`config.mk`:
```
export PLATFORM = sky130hd
export DESIGN_NAME = alu_result_monitor
export DESIGN_NICKNAME = d
export VERILOG_FILES = /design/src/rtl/alu_result_monitor.sv
export SDC_FILE = /design/constraint.sdc
export NUM_CORES = 1
export LEC_CHECK = 0
export CAP_MARGIN = 15
export CORE_UTILIZATION = 60
export DETAILED_ROUTE_END_ITERATION = 16
export PLACE_DENSITY_LB_ADDON = 0.08
export SYNTH_ARGS = -nofsm -noshare
export SYNTH_HDL_FRONTEND = slang
export SYNTH_SLANG_ARGS = --single-unit
```
`constraint.sdc`:
```
create_clock -name clk -period 36.3 [get_ports clk]
set_input_delay 10.89 -clock clk [delete_from_list [all_inputs] [get_ports clk]]
set_output_delay 10.89 -clock clk [all_outputs]
set_load 0.05 [all_outputs]
```
`src/rtl/alu_result_monitor.sv`:
```
`default_nettype none
// ============================================================================
// Module      : alu_result_monitor
// Description : Two-stage checker that compares the result of an ALU under
//               test against a golden-model result. Every compared
//               transaction is counted; mismatches are counted and their
//               full record is queued in a small FIFO for a consumer to drain.
//               Records that arrive while the FIFO is full and nothing is
//               popped are dropped, and the drop is reported through a
//               sticky overflow flag.
// Revision    : 1.0 - initial release
// ----------------------------------------------------------------------------
// Parameters
//   n      : operand/result width
//   DEPTH  : error-record FIFO depth (power of two, >= 2)
//   CNT_W  : width of the check and error counters
// Ports
//   clk, rst_n            : clock; asynchronous active-low reset
//   in_valid              : transaction sample strobe
//   op, R2, R3            : opcode and operands of the transaction
//   R0                    : result produced by the ALU under test
//   ResultVerify          : expected result from the golden model
//   clear                 : synchronous flush (pipeline, counters, FIFO, flag)
//   err_valid / err_ready : record handshake (FIFO non-empty / consumer accept)
//   err_op .. err_exp     : head record fields, zero while err_valid=0
//   check_cnt, error_cnt  : saturating transaction / mismatch counters
//   overflow              : sticky, a mismatch record was dropped
// ============================================================================
module alu_result_monitor #(
  parameter int n     = 32,
  parameter int DEPTH = 4,
  parameter int CNT_W = 16
) (
  input  logic             clk,
  input  logic             rst_n,
  input  logic             in_valid,
  input  logic [2:0]       op,
  input  logic [n-1:0]     R2,
  input  logic [n-1:0]     R3,
  input  logic [n-1:0]     R0,
  input  logic [n-1:0]     ResultVerify,
  input  logic             clear,
  output logic             err_valid,
  input  logic             err_ready,
  output logic [2:0]       err_op,
  output logic [n-1:0]     err_R2,
  output logic [n-1:0]     err_R3,
  output logic [n-1:0]     err_R0,
  output logic [n-1:0]     err_exp,
  output logic [CNT_W-1:0] check_cnt,
  output logic [CNT_W-1:0] error_cnt,
  output logic             overflow
);

  // Pointers carry one extra bit so full and empty are distinguishable
  // without a separate occupancy register.
  localparam int                c_PTR_W    = $clog2(DEPTH);
  localparam int                c_REC_W    = 3 + 4 * n;
  localparam logic [c_PTR_W:0]  c_FULL_OCC = (c_PTR_W + 1)'(DEPTH);
  localparam logic [c_PTR_W:0]  c_PTR_ONE  = (c_PTR_W + 1)'(1);
  localparam logic [CNT_W-1:0]  c_CNT_MAX  = {CNT_W{1'b1}};
  localparam logic [CNT_W-1:0]  c_CNT_ONE  = CNT_W'(1);

  // --------------------------------------------------------------------------
  // Stage 1: registered copy of the sampled transaction
  // --------------------------------------------------------------------------
  logic             r_s1Valid;
  logic [2:0]       r_s1Op;
  logic [n-1:0]     r_s1R2;
  logic [n-1:0]     r_s1R3;
  logic [n-1:0]     r_s1R0;
  logic [n-1:0]     r_s1Exp;

  // --------------------------------------------------------------------------
  // Error-record FIFO and status
  // --------------------------------------------------------------------------
  logic [c_REC_W-1:0] r_fifoMem [DEPTH];
  logic [c_PTR_W:0]   r_wrPtr;
  logic [c_PTR_W:0]   r_rdPtr;
  logic [CNT_W-1:0]   r_checkCnt;
  logic [CNT_W-1:0]   r_errorCnt;
  logic               r_overflow;

  logic               w_mismatch;
  logic [c_PTR_W:0]   w_occupancy;
  logic               w_empty;
  logic               w_full;
  logic               w_pop;
  logic               w_push;
  logic               w_drop;
  logic [c_REC_W-1:0] w_headRec;

  // Full-width comparison; the opcode never masks result bits.
  assign w_mismatch  = r_s1Valid && (r_s1R0 != r_s1Exp);

  assign w_occupancy = r_wrPtr - r_rdPtr;
  assign w_empty     = (r_wrPtr == r_rdPtr);
  assign w_full      = (w_occupancy == c_FULL_OCC);

  // A pop on a full FIFO frees the slot the incoming record needs, so a
  // simultaneous push is accepted rather than dropped.
  assign w_pop       = !w_empty && err_ready;
  assign w_push      = w_mismatch && (!w_full || w_pop);
  assign w_drop      = w_mismatch && w_full && !w_pop;

  assign w_headRec   = r_fifoMem[r_rdPtr[c_PTR_W-1:0]];

  // Stage-1 payload carries no reset: it is only observed through r_s1Valid.
  always_ff @(posedge clk) begin
    if (in_valid && !clear) begin
      r_s1Op  <= op;
      r_s1R2  <= R2;
      r_s1R3  <= R3;
      r_s1R0  <= R0;
      r_s1Exp <= ResultVerify;
    end
  end

  // Record storage; stale entries are harmless because only the pointers
  // decide what is visible.
  always_ff @(posedge clk) begin
    if (w_push && !clear) begin
      r_fifoMem[r_wrPtr[c_PTR_W-1:0]] <= {r_s1Op, r_s1R2, r_s1R3, r_s1R0, r_s1Exp};
    end
  end

  // Control state: stage valid, pointers, counters and overflow flag.
  always_ff @(posedge clk or negedge rst_n) begin
    if (!rst_n) begin
      r_s1Valid  <= 1'b0;
      r_wrPtr    <= '0;
      r_rdPtr    <= '0;
      r_checkCnt <= '0;
      r_errorCnt <= '0;
      r_overflow <= 1'b0;
    end else if (clear) begin
      // Flush wins over any same-cycle sample, push or pop.
      r_s1Valid  <= 1'b0;
      r_wrPtr    <= '0;
      r_rdPtr    <= '0;
      r_checkCnt <= '0;
      r_errorCnt <= '0;
      r_overflow <= 1'b0;
    end else begin
      r_s1Valid <= in_valid;

      if (w_pop) begin
        r_rdPtr <= r_rdPtr + c_PTR_ONE;
      end
      if (w_push) begin
        r_wrPtr <= r_wrPtr + c_PTR_ONE;
      end
      if (w_drop) begin
        r_overflow <= 1'b1;
      end

      // Both counters hold at all-ones instead of wrapping.
      if (r_s1Valid && (r_checkCnt != c_CNT_MAX)) begin
        r_checkCnt <= r_checkCnt + c_CNT_ONE;
      end
      if (w_mismatch && (r_errorCnt != c_CNT_MAX)) begin
        r_errorCnt <= r_errorCnt + c_CNT_ONE;
      end
    end
  end

  // --------------------------------------------------------------------------
  // Outputs: head record is gated so fields read zero when nothing is queued
  // (and therefore also immediately on reset).
  // --------------------------------------------------------------------------
  assign err_valid = !w_empty;
  assign {err_op, err_R2, err_R3, err_R0, err_exp} =
           err_valid ? w_headRec : {c_REC_W{1'b0}};
  assign check_cnt = r_checkCnt;
  assign error_cnt = r_errorCnt;
  assign overflow  = r_overflow;

endmodule
`default_nettype wire

```
Word level (Yosys, flattened, before mapping):

Memories as Yosys holds them, arrays and structs flattened.
Index checks and enable logic that the tools add are counted.

* output and inout bits: 165
* memories: 1
* register bits: 171
* memory bits (writable): 524
* word-level logic and storage cells: 55
* input bits: 136

Memories
* r_fifoMem: words 4, width 131, rd ports 1, clocked after Yosys merged registers in 0, wr ports 1, RTL line 77 `logic [c_REC_W-1:0] r_fifoMem [DEPTH];`

* add/sub/neg operators: 5
* reductions and logical operators: 19
* equal/unequal tests: 5
* multiplexer cells: 14

Operators with widths (count)
* 131-bit 2-to-1 mux: 1
* 16-bit 2-to-1 mux: 4
* 16-bit by 1-bit adder with 16-bit output (second input constant): 2
* 16-bit != test (second input constant): 2
* 32-bit != test: 1
* 3-bit 2-to-1 mux: 4
* 2-bit nonzero test: 5
* 1-bit logical AND: 9
* 3-bit by 1-bit adder with 3-bit output (second input constant): 2
* 1-bit 2-to-1 mux: 5
* 1-bit zero test: 4
* 3-bit equality test: 1
* 3-bit equality test (second input constant): 1
* 3-bit subtractor: 1
* 1-bit logical OR: 1

Logic depth before layout (Yosys ltp):

* depth in word-level cells: 8
* depth in mapped cells: 11
* mapped depth without buffers: 8

Worst setup path before layout:

OpenSTA, ideal clock, no wires.

* kind: in2reg
* start: in err_ready
* end: mem r_fifoMem[3][0] (netlist name), enable pin
* library setup time: 0.942 ns
* arrival: 23.586 ns
* data required time: 35.358 ns
* buffers on the path: 0
* stages: 4
* slack: 11.772 ns
* cell sequence: or3_1 -> a21oi_1 -> nand2b_1 -> nor4_1

* cells in the longest elaborated chain, start to end: 6

RTL lines
* start: declaration: RTL line 44 `input logic err_ready,`
* 1-bit logical AND: RTL line 102 `assign w_pop = !w_empty && err_ready;`
* 1-bit logical OR: RTL line 103 `assign w_push = w_mismatch && (!w_full || w_pop);`
* 1-bit logical AND: RTL line 103
* 1-bit logical AND: RTL line 122 `if (w_push && !clear) begin`
* 1-bit 2-to-1 mux: RTL line 122
* 1-bit 2-to-1 mux (not written as such): RTL line 123 `r_fifoMem[r_wrPtr[c_PTR_W-1:0]] <= {r_s1Op, r_s1R2, r_s1R3, r_s1R0, r_s1Exp};`
* end: declaration: RTL line 77

No other way between the ends.

Worst setup path in the final report:

* start: reg r_rdPtr[1]
* end: out err_R0[28]

* cells in the longest elaborated chain, start to end: 2
* elaborated cells between the ends (all ways): 3
* classes of those cells: eq/ne: 1; mux: 1; memory: 1

RTL lines
* start: declaration: RTL line 79 `logic [c_PTR_W:0] r_rdPtr;`
* start signal: assignment: RTL line 148 `r_rdPtr <= r_rdPtr + c_PTR_ONE;`
* memory read 4 x 131 bit / 3-bit equality test (equally long branches)
* 131-bit 2-to-1 mux *: RTL line 173 `err_valid ? w_headRec : {c_REC_W{1'b0}};`
* end: declaration: RTL line 48 `output logic [n-1:0] err_R0,`

Every way passes the cells marked *; elsewhere a longest branch is shown, timed or not.

==> metrics.yaml <==
arrival_ns: 4.23
synth_mux_area_share_pct: 11.6
cts_buffers: 69
total_power_mw: 1.96
grt.overflow.total: 0
power.density_mw_per_mm2: 60.9
hold_start: "r_s1R3[12]"
nets: 1725
tns_ns: 0
drt-initial-drc-count: 1024
register_area_mm2: 0.0207
min_path_type: "flip-flop to flip-flop"
avgRoutedWirePerCell_um: 23.5
period_share_pct: 41.7
crit_path_top_delay_cell: "buf_4"
rsz0062_at_grt: "false"
setup-violations-final: 0
yosys_warnings: 0
cts_root_buf: "clkbuf_16"
final_cell_mix: "655 x edfxtp_1, 299 x clkdlybuf4s50_1, 132 x and2_1, 131 x mux4_2, 71 x clkbuf_16"
max_stage_delay_ns: 0.76
rr_startpoint: "r_rdPtr[0]"
yosysUniqueCellTypes: 42
synthXorXnorAreaFrac_pct: 1.60
synth-simple-area-share_pct: 5.93
cp_max_fo: 54
drive_gt1_share_pct: 16.0
hold_ws_ns: 0.496
synthCells: 1249
syn_to_final_growth_pct: 22.4
dieArea_mm2: 0.0446
synthAdderAreaFrac_pct: 0.429
die_h_um: 211
dieWidth_um: 211
io_pins: 301
netlist_area_mm2: 0.0263
peakVddDrop_mv: 0.0520
grt_usage_pct: 23.9
cts-htree-levels: 3
clk_path_buf_depth: 3
mostFrequentLayoutCell: "edfxtp_1"
relSlewSlack_pct: 35.2
worst_ep_required_time_ns: 25.41
fin_crit_ns: 15.12
syn-num-nets: 1394
crit_buf_inv: 3
hpwl_mm: 30.3
vias: 12836
worst_path_most_repeated_cell: "buf_4"
synth_seq_area_share_pct: 78.7
worst-slew-pin-transition_ns: 0.970
status: "finished clean"
routed_wirelength_mm: 52.2
synth_top_family_by_area: "multiplexers"
drc: 0
dp_slack_ns: 21.59
grt_pass1_wl_mm: 77.6
drt-pass1-iter-count: 5
fmax_mhz: 66.1
crit_path_cell_trace: "buf_4, buf_4, mux4_2, and2_1, clkdlybuf4s50_1"
multi_input_area_mm2: 0.00535
synth-compound-area-share_pct: 0.691
final_hold_viol_count: 0
cts.clk_slew.worst_paths_ns: 0.06
cp-end-kind: "output pin"
cts_tree: "yes"
grt_pass1_vias: 13027
cp-startpoint: "r_rdPtr[1]"
drv_slew: 0
core_mm2: 0.0431
floorplan.initialDensity_pct: 61.0
ctsResizeCount: 0
postRouteAntennaNets: 0
portBuffers: 300
row_count: 76
fin_ws_ns: 21.18
critPathKind: "flip-flop to output pin"
grt_max_degree: 132
cts_hold_buf: 0
skew_ns: 0.0219
nFillCells: 2504
vias_per_cell: 5.78
antenna_found_initial: 9
finalWeightedCongestion: 0.763
synth.avg_cell_area_um2: 21.0
worstSkewPairLatency_ns: 0.60
ys_ff_latch: 695
crit_family: "buffers and inverters"
cap_viol_max_count: 0
cts_setup_buffers: 0
cts.sinks: 695
p_leak_nw: 10.3
startpoint_type: "flip-flop"
[sequential cells by signal, summed over array words and instances, names as in the netlist]
signal     count
r_s1Exp       32
overflow       1
r_s1Valid      1
r_wrPtr        3
r_s1R3        32
r_s1R2        32
r_s1Op         3
r_fifoMem    524
r_s1R0        32
check_cnt     16
r_rdPtr        3
error_cnt     16
[per-stage QoR]
stage | util [%] | cells | area, um2
CTS | 74.6 | 2220 | 32100
finish | 74.6 | 2221 | 32100
detailed placement | 69.4 | 2094 | 29900
global placement | 69.4 | 2094 | 29900
global route | 74.6 | 2221 | 32100
floorplan | - | 1249 | 26300
[final timing paths]
path	cells after the start	end	slack (ns)
setup / recovery	5	err_R0[28]	21.18
hold / removal	0	r_fifoMem[0][76]	0.50
setup reg to reg	9	r_fifoMem[0][13]	31.81
hold reg to reg	0	r_fifoMem[0][76]	0.50
max in group asynchronous	1	r_rdPtr[0]	25.19
min in group asynchronous	1	error_cnt[6]	10.44
[report_power, final]
group	total (mW)	internal, mW	switching (mW)
Combinational	0.336	0.130	0.206
Clock	0.700	0.411	0.290
Sequential	0.923	0.903	0.0196
[cell type report]
type	instances	area share [%]
Clock buffer	86	5.70
Sequential cell	695	64.3
Timing Repair Buffer	315	9.75
Antenna cell	1	0.00778
Tap cell	585	2.28
Inverter	6	0.0701
Clock inverter	40	1.23
Multi-Input combinational cell	493	16.6
[cell usage after synthesis (all sizes together)]
master  number  area [um2]
nor4         6        43.8
or4          7        52.6
nand3       18        90.1
mux4       131        2950
nor2b        8        50.1
or2          1        6.26
mux2i        2        20.0
nand2       17        63.8
or3          6        37.5
edfxtp     655       19700
o41ai        1        8.76
nor3b        1        7.51
xnor2       43         377
nand4       15         115
and3         2        12.5
ha           9         113
buf         25         138
and4         1        11.3
o31ai        7        52.6
nand3b       1        7.51
inv          6        22.5
o21ai        6        30.0
dfrtp       40        1000
nor2        31         121
clkbuf      30         113
mux2         6        71.3
nor3        12        65.1
and2       136         853
a21oi       18        90.1
nand2b       3        18.8
xor2         5        43.8
[cell families (layout without fill, tap and decap cells)]
kind of cell | Yosys count | after routing
compound gates | 32 | 32
xor+xnor | 48 | 48
fa+ha+maj | 9 | 9
buf+inv | 61 | 447
flops | 695 | 695
mux | 139 | 139
other cells | 0 | 1
simple gates | 265 | 265
[routing by layer]
layer  global-route usage, %  share of wire [%]
met1                    32.9                 41
met2                    38.1                 50
met3                    6.50                7.2
met4                    6.45                2.0
met5                       0               0.20
Power figures use the tool's default switching activity.
